===== src/rtl/pll_lock_ctrl.sv =====
// PLL power-up / lock sequencer: walks pllen and PLL resetn, filters lock with a
// timeout/retry policy, then gates clock outputs and releases the downstream reset.
module pll_lock_ctrl #(
  parameter int         PWRUP_CYCLES   = 16,
  parameter int         RST_CYCLES     = 32,
  parameter int         LOCK_FILTER    = 64,
  parameter int         LOCK_TIMEOUT   = 65535,
  parameter int         MAX_RETRY      = 3,
  parameter logic [3:0] CLKOUT_EN_MASK = 4'b0011,
  parameter int         RELEASE_DLY    = 4
) (
  input  logic       clkin,
  input  logic       resetn,
  input  logic       pll_lock,
  input  logic       relock_req,
  output logic       pllen,
  output logic       pll_resetn,
  output logic [3:0] clkout_en,
  output logic       sys_rstn,
  output logic       locked,
  output logic       fail,
  output logic [1:0] retry_cnt
);

  // state     | meaning
  // ----------+--------------------------------------------------------------
  // OFF       | PLL disabled, waiting PWRUP_CYCLES after reset release
  // PRST      | PLL enabled, held in reset for RST_CYCLES
  // WAIT_LOCK | PLL running, waiting for synchronised lock (with timeout)
  // FILTER    | lock seen, requiring LOCK_FILTER consecutive lock-high cycles
  // RUN       | outputs enabled, sys_rstn released after RELEASE_DLY cycles
  // FAIL      | retries exhausted, PLL off until relock_req or reset
  typedef enum logic [2:0] {
    S_OFF, S_PRST, S_WAIT_LOCK, S_FILTER, S_RUN, S_FAIL
  } state_t;

  localparam int M1 = (PWRUP_CYCLES > RST_CYCLES) ? PWRUP_CYCLES : RST_CYCLES;
  localparam int M2 = (M1 > LOCK_FILTER) ? M1 : LOCK_FILTER;
  localparam int M3 = (M2 > LOCK_TIMEOUT) ? M2 : LOCK_TIMEOUT;
  localparam int M4 = (M3 > RELEASE_DLY) ? M3 : RELEASE_DLY;
  localparam int CW = $clog2(M4 + 1);

  localparam logic [CW-1:0] PWRUP_LAST   = CW'(PWRUP_CYCLES - 1);
  localparam logic [CW-1:0] RST_LAST     = CW'(RST_CYCLES - 1);
  localparam logic [CW-1:0] FILTER_LAST  = CW'(LOCK_FILTER - 1);
  localparam logic [CW-1:0] TIMEOUT_LAST = CW'(LOCK_TIMEOUT - 1);
  localparam logic [CW-1:0] RELEASE_LAST = CW'(RELEASE_DLY - 1);
  localparam logic [CW-1:0] CNT_ONE      = CW'(1);
  localparam logic [1:0]    RETRY_LIMIT  = 2'(MAX_RETRY);

  state_t        state;
  logic [CW-1:0] cnt;
  logic          lk_m;
  logic          lk_s;
  logic [1:0]    retry_inc;

  assign retry_inc = retry_cnt + 2'd1;

  always_ff @(posedge clkin) begin
    if (!resetn) begin
      state      <= S_OFF;
      cnt        <= '0;
      lk_m       <= 1'b0;
      lk_s       <= 1'b0;
      pllen      <= 1'b0;
      pll_resetn <= 1'b0;
      clkout_en  <= 4'b0000;
      sys_rstn   <= 1'b0;
      locked     <= 1'b0;
      fail       <= 1'b0;
      retry_cnt  <= 2'd0;
    end else begin
      lk_m <= pll_lock;
      lk_s <= lk_m;
      case (state)
        S_OFF: begin
          if (cnt == PWRUP_LAST) begin
            state <= S_PRST;
            cnt   <= '0;
            pllen <= 1'b1;
          end else begin
            cnt <= cnt + 1'b1;
          end
        end
        S_PRST: begin
          if (cnt == RST_LAST) begin
            state      <= S_WAIT_LOCK;
            cnt        <= '0;
            pll_resetn <= 1'b1;
          end else begin
            cnt <= cnt + 1'b1;
          end
        end
        S_WAIT_LOCK: begin
          // the lock cycle that triggers FILTER already counts toward the filter
          if (lk_s) begin
            state <= S_FILTER;
            cnt   <= CNT_ONE;
          end else if (cnt == TIMEOUT_LAST) begin
            cnt        <= '0;
            retry_cnt  <= retry_inc;
            pll_resetn <= 1'b0;
            if (retry_inc == RETRY_LIMIT) begin
              state <= S_FAIL;
              pllen <= 1'b0;
              fail  <= 1'b1;
            end else begin
              state <= S_PRST;
            end
          end else begin
            cnt <= cnt + 1'b1;
          end
        end
        S_FILTER: begin
          if (!lk_s) begin
            state <= S_WAIT_LOCK;
            cnt   <= '0;
          end else if (cnt == FILTER_LAST) begin
            state     <= S_RUN;
            cnt       <= '0;
            clkout_en <= CLKOUT_EN_MASK;
            locked    <= 1'b1;
            retry_cnt <= 2'd0;
          end else begin
            cnt <= cnt + 1'b1;
          end
        end
        S_RUN: begin
          if (relock_req || !lk_s) begin
            state      <= S_PRST;
            cnt        <= '0;
            pll_resetn <= 1'b0;
            clkout_en  <= 4'b0000;
            locked     <= 1'b0;
            sys_rstn   <= 1'b0;
            retry_cnt  <= 2'd0;
          end else if (cnt == RELEASE_LAST) begin
            sys_rstn <= 1'b1;
          end else begin
            cnt <= cnt + 1'b1;
          end
        end
        S_FAIL: begin
          if (relock_req) begin
            state     <= S_PRST;
            cnt       <= '0;
            pllen     <= 1'b1;
            fail      <= 1'b0;
            retry_cnt <= 2'd0;
          end
        end
        default: begin
          state      <= S_OFF;
          cnt        <= '0;
          pllen      <= 1'b0;
          pll_resetn <= 1'b0;
          clkout_en  <= 4'b0000;
          sys_rstn   <= 1'b0;
          locked     <= 1'b0;
          fail       <= 1'b0;
          retry_cnt  <= 2'd0;
        end
      endcase
    end
  end

endmodule


===== config.mk =====
export PLATFORM = sky130hd
export DESIGN_NAME = pll_lock_ctrl
export DESIGN_NICKNAME = d
export VERILOG_FILES = /design/src/rtl/pll_lock_ctrl.sv
export SDC_FILE = /design/constraint.sdc
export NUM_CORES = 1
export LEC_CHECK = 0
export CORE_MARGIN = 2
export CORE_UTILIZATION = 57
export DETAILED_ROUTE_END_ITERATION = 7
export PLACE_DENSITY = 0.9
export SETUP_SLACK_MARGIN = 0.3
export SYNTH_ARGS = -nofsm -noshare
export SYNTH_HDL_FRONTEND = slang
export SYNTH_SLANG_ARGS = --single-unit

===== constraint.sdc =====
create_clock -name clkin -period 3.8 [get_ports clkin]
set_clock_uncertainty 0.15 [all_clocks]
set_input_delay 0.76 -clock clkin [delete_from_list [all_inputs] [get_ports clkin]]
set_output_delay 0.76 -clock clkin [all_outputs]
set_load 0.005 [all_outputs]

==> results of run 1 <==
## path summary, 6_finish.rpt
kind                               end  slack [ns]    from  cells after the start
worst min-delay path              lk_s        0.33    lk_m                      1
worst min register to register    lk_s        0.33    lk_m                      1
worst max register to register  cnt[2]        0.91  cnt[5]                      6
worst max-delay path            cnt[2]        0.91  cnt[5]                      6
## metal layers
layer  up-vias  global-route usage, %  wire length (um)
met5         -                      0                 0
met4         0                  4.983                34
met3         5                  4.615               215
met2        39                  37.40              1719
met1       655                  30.75              1644
li1        740                      -                 -
## cells in the final DEF, fill, tap and decap left out, types with 3 or more instances in the layout
master,instances
nand3_1,9
nor2_1,18
o21ai_0,11
and2_1,7
dfxtp_1,28
a21oi_1,10
and4_1,3
xor2_1,7
and3_1,5
nor3_1,4
clkbuf_4,3
nor2_2,10
nand4_1,4
xnor2_1,6
inv_1,6
clkdlybuf4s50_1,12
nor4_1,5
nand2_1,16
ha_1,3
## power by group through the flow
stage	Clock, W	Combinational, W	Sequential, W
final	0.000150	0.000266	0.000369
after global placement	0	0.000262	0.000373
after detailed placement	0	0.000264	0.000374
after floorplan	0	0.000221	0.000353
after global routing	0.000170	0.000297	0.000375
after CTS	0.000155	0.000266	0.000368
## metrics by stage
stage               power [W]  std cells  util, %  hold slack [ns]
floorplan           0.0005745        205        -           0.2619
global placement    0.0006343        236    63.47           0.2645
detailed placement  0.0006386        236    63.47           0.2987
CTS                 0.0007890        240    64.78           0.3362
global route        0.0008418        240    64.78           0.3532
finish              0.0007860        240    64.78           0.3287
## cell type report
type	count	share of cell area (%)
timing repair buffer	12	6.667
multi-input combinational	158	56.60
clock buffer	4	2.014
sequential	28	31.11
tap	31	2.153
inverter	7	1.458
## state kept, by name, summed over array words and instances (netlist names)
register    flops
lk_s            1
state           3
lk_m            1
clkout_en       1
sys_rstn        1
retry_cnt       2
pll_resetn      1
fail            1
cnt            16
pllen           1
## cell families after synthesis
logic type,count (synthesis),share of synthesized area [%]
fa+ha+maj,3,2.234
compound gates,43,18.17
flops,28,33.36
buf+inv,19,6.180
xor+xnor,13,6.776
simple gates,95,31.87
mux,2,1.191
other cells,1,0.2232
## worst max-delay path, delay by kind of cell (launching register included)
kind | cells | cell delay (ns)
flops | 1 | 0.58
simple gates | 3 | 0.69
compound gates | 3 | 1.35
==> metrics.txt, run 1 <==
sequential area share after synthesis between 30% and 40%; final hold violation count 0; GPL Wtd Cong around 0.94; internal power roughly 0.00050 W; Final Critical Period slightly below 3 ns; Port Buf Inserts 12; post-synth cell types 54; CP max FO 12; WL/cell 15.06 um; CTS Buf Count 3; ANT nets after route 0; Die H just under 60 um; Iter 0 DRT Violations 96; GRT Residual Overflow 0; Tot GR Track Use 22.69%; layout cells sized above 1 about a tenth; Max VDD drop about 500 uV; clock share of power around a fifth; first-pass GRT wire length between 5000 and 6000 um; slowest stage delay, CP 0.65 ns; Sw Ratio a little under two fifths; Psw just under 0.0003 W; H-Tree Depth 1; Yosys reg bits 28; crit end category flip-flop; Root Driver clkbuf_4; Tcrit/Tclk final around 76%; Setup Crit Path Kind flip-flop to flip-flop; post-synth top area cell dfxtp_1; clock sinks 28; vias per cell about 6.0; FFs w/ async S/R, synth 0%; Seq pwr share roughly 47%; Synth area leaders dfxtp_1, nor2_1, nor2_2, xor2_1, nand2_1; Synth top cells by count dfxtp_1, nor2_1, nand2_1; Syn Area/Cell slightly above 8 um2; fillcell total 244; largest net degree at the start of global routing 16; Post-Synthesis Cells 204; Remaining DRCs 0; First-pass DRT Iterations 4; worst-margin pin slew ~0.76 ns; Final WS setup approximately 0.91 ns; CTS tree built; DR vias ~1400; Comb power frac between 30% and 40%; EDFF count, synth 0; clk_lat worst skew around 0.34 ns; Max clock buf depth 2; Critical Path Source Type flip-flop; Power Dens Cells roughly 440 nW/um2; Slew HR approximately half; n_diodes 0; initial antenna violation count 0; vias in the first global route approximately 1300; CTS resizes 0; Design Area, Final around 1800 um2; top cell type's share of synthesized area between 30% and 40%; max_cap viols 0; FF/Latch Area between 500 and 600 um2; core area about 2800 um2; Max Freq 0.3457 GHz; Final setup viols 0; placed wire-length estimate roughly 2600 um; hold_buf cts 0; setup TNS 0 ns; Arrival @ worst endpoint approximately 3 ns; Layout area overhead 7.223%; Initial Util roughly three fifths; most numerous cell in the Yosys netlist dfxtp_1; Critical Path, Cell by Cell nand3_2 -> or3_1 -> o21ba_1 -> a221o_2 -> o31ai_4 -> nor2_1; die footprint 3398 um2; multi-input logic area 1020 um2; Pleak roughly 0.62 nW; pre-CTS WS about 0.85 ns; critical path's slowest cell o31ai_4; RSZ-0062 raised after global routing no; Final #Nets roughly 220; # Post-CTS Setup Buffers 0; die width 58.30 um; mapped cell area ~1700 um2; clock-pin slew on the worst setup and hold paths roughly 0.15 ns; ys flop type dfxtp_1; number of top-level pins 15; area post-placement about 1800 um2; Final Max Tran Viols 0; WP data required around 3.9 ns; outcome finished clean; Synth Warn # 0; HP Class flip-flop to flip-flop; WL final about 3600 um; # rows 19
No activity file was read; power rests on OpenSTA's default activity.
==> run 2: changes to the inputs <==
- clock period: 3.8 -> 2.7 ns (I/O delays scaled with it)
==> run 2 against run 1 <==
Final area rose by 11%. Sequential cell count stayed put. Sequential share of layout area decreased by 2.7 points. Non-clock buffer count grew 10. Global-route usage up 2.5 points. Via count is 11% higher.
==> metrics.txt, run 2 (synthesized netlist as in run 1, its figures left out) <==
layout cells sized above 1 between 20% and 30%; Iter 0 DRT Violations between 100 and 150; worst hold path cell count 1; Die H between 50 and 60 um; clock sinks 28; total power roughly 0.0013 W; met2 usage 40.93%; WP data required between 2 and 3 ns; HP Class flip-flop to flip-flop; initial antenna violation count 0; reg-to-reg slack, setup 0.31 ns; Max clock buf depth 2; Max VDD drop approximately 800 uV; CTS tree built; Sw Ratio 35.36%; clock share of power roughly 22%; fillcell total 206; Hold Path Origin lk_m; pre-CTS WS approximately 0.16 ns; worst-margin pin slew slightly below 0.6 ns; Top Registers cnt: 16 flops, state: 3 flops, retry_cnt: 2 flops; hold_buf cts 0; Tot GR Track Use about 25%; Final Critical Period between 2 and 2.5 ns; WL final 4216 um; Final WS setup 0.3125 ns; H-Tree Depth 1; Arrival @ worst endpoint roughly 2.5 ns; GPL Wtd Cong 0.9501; die footprint 3398 um2; most frequent cells in the layout dfxtp_1, nor2_1, nand2_1, clkdlybuf4s50_1, o21ai_0; Root Driver clkbuf_4; vias per cell about 6.4; R2R Path Start cnt[0]; First-pass DRT Iterations 5; Psw 0.0004482 W; max_cap viols 0; Final setup viols 0; clock-pin slew on the worst setup and hold paths 0.16 ns; final hold violation count 0; RSZ-0062 raised after global routing yes; Setup Crit Path Kind flip-flop to flip-flop; GRT busiest layer met2; GR Util met1 between 30% and 40%; die width a little under 60 um; hold-critical path endpoint lk_s; CP max FO 12; largest net degree at the start of global routing 17; Tcrit/Tclk final 88.43%; Seq pwr share 41.8%; DR vias roughly 1600; setup TNS 0 ns; outcome finished clean; core area between 2000 and 3000 um2; worst r2r dst cnt[15]; FF/Latch Area between 500 and 600 um2; Critical Path, Cell by Cell inv_1 -> ha_1 -> nand2_1 -> or3_4 -> o21ba_1 -> a221o_2 -> o31ai_4 -> buf_12 -> a21oi_1; number of top-level pins 15; # rows 19; crit end category flip-flop; multi-input logic area around 1100 um2; vias in the first global route between 1000 and 1500; Critical Path Source Type flip-flop; Initial Util ~60%; Layout area overhead 18.99%; Final Max Tran Viols 0; ANT nets after route 0; worst reg2reg path depth 9; Biggest register cnt; Remaining DRCs 0; internal power 0.0008193 W; WL/cell about 17 um; Max Freq about 0.42 GHz; Slew HR approximately three fifths; met3 GRT Util around 4.6%; clk_lat worst skew about 0.33 ns; max FFs per register 16; CTS Buf Count 3; n_diodes 0; Power Dens Cells around 630 nW/um2; Final #Nets 228; GRT Residual Overflow 0; Pleak roughly 0.71 nW; Comb power frac between 30 and 40%; critical path's slowest cell a221o_2; slowest stage delay, CP between 0.4 and 0.5 ns; first-pass GRT wire length around 6700 um; most common cell after layout, fill and taps aside dfxtp_1; Port Buf Inserts 12; placed wire-length estimate 2725 um
==> run 2: cell types whose count changed in the layout (fill, tap and decap cells not counted), moves of 2 or more <==
cell     previous run  this run
buf_4               0         9
dfxtp_1            28        22
dfxtp_2             0         6
nor4_4              0         2
==> run 2: layer usage <==
metal,wire [um],up-vias
li1,-,764
met1,1746,751
met2,2100,76
met3,291,10
met4,79,0
met5,0,-
==> run 2: metrics by stage <==
step / hold WS (ns) / utilization, % / cells / instance area (um2)
2_1_floorplan: 0.2619 / - / 205 / 1684
3_3_place_gp: 0.2640 / 66.35 / 245 / 1846
3_5_place_dp: 0.2847 / 66.35 / 245 / 1846
4_1_cts: 0.3216 / 70.13 / 251 / 1951
5_1_grt: 0.3252 / 71.88 / 251 / 1999
6_report: 0.3129 / 71.88 / 251 / 1999
==> run 2: worst max-delay path by stage <==
stage,slack (ns),end,cells after the start,startpoint
2_1_floorplan,0.43,state[2],7,cnt[0]
3_3_place_gp,0.19,cnt[0],7,relock_req
3_5_place_dp,0.16,cnt[0],7,relock_req
4_1_cts,0.31,cnt[15],9,cnt[0]
5_1_grt,0.27,pll_resetn,6,state[1]
6_report,0.31,cnt[15],9,cnt[0]
==> run 2: critical path, delay by kind of cell, from the launching register on <==
| kind | cells | cell delay (ns) |
|---|---|---|
| AO/OA/AOI/OAI | 4 | 0.92 |
| flip-flops | 1 | 0.36 |
| buffers and inverters | 2 | 0.27 |
| AND/OR/NAND/NOR | 2 | 0.44 |
| adder cells (fa/ha/maj) | 1 | 0.15 |
==> run 2: power by group through the flow <==
stage	Combinational [W]	Sequential, W	Clock (W)
floorplan	0.000311	0.000497	0
global placement	0.000399	0.000523	0
detailed placement	0.000404	0.000526	0
CTS	0.000434	0.000522	0.000285
global route	0.000503	0.000537	0.000303
finish	0.000456	0.000530	0.000282
==> run 2: layout make-up <==
type	count	share of cell area, %
clock buffer	3	1.126
multi-input combinational	159	55.32
sequential	28	28.41
inverter	7	1.314
timing repair buffer	22	10.39
tap	31	1.940
clock inverter	1	1.502
==> run 2: timing repair <==
action	CTS	global route
cloned	1	0
resized for setup	8	10
buffers inserted	1	0
setup endpoints to repair	17	18
pin swaps	1	2
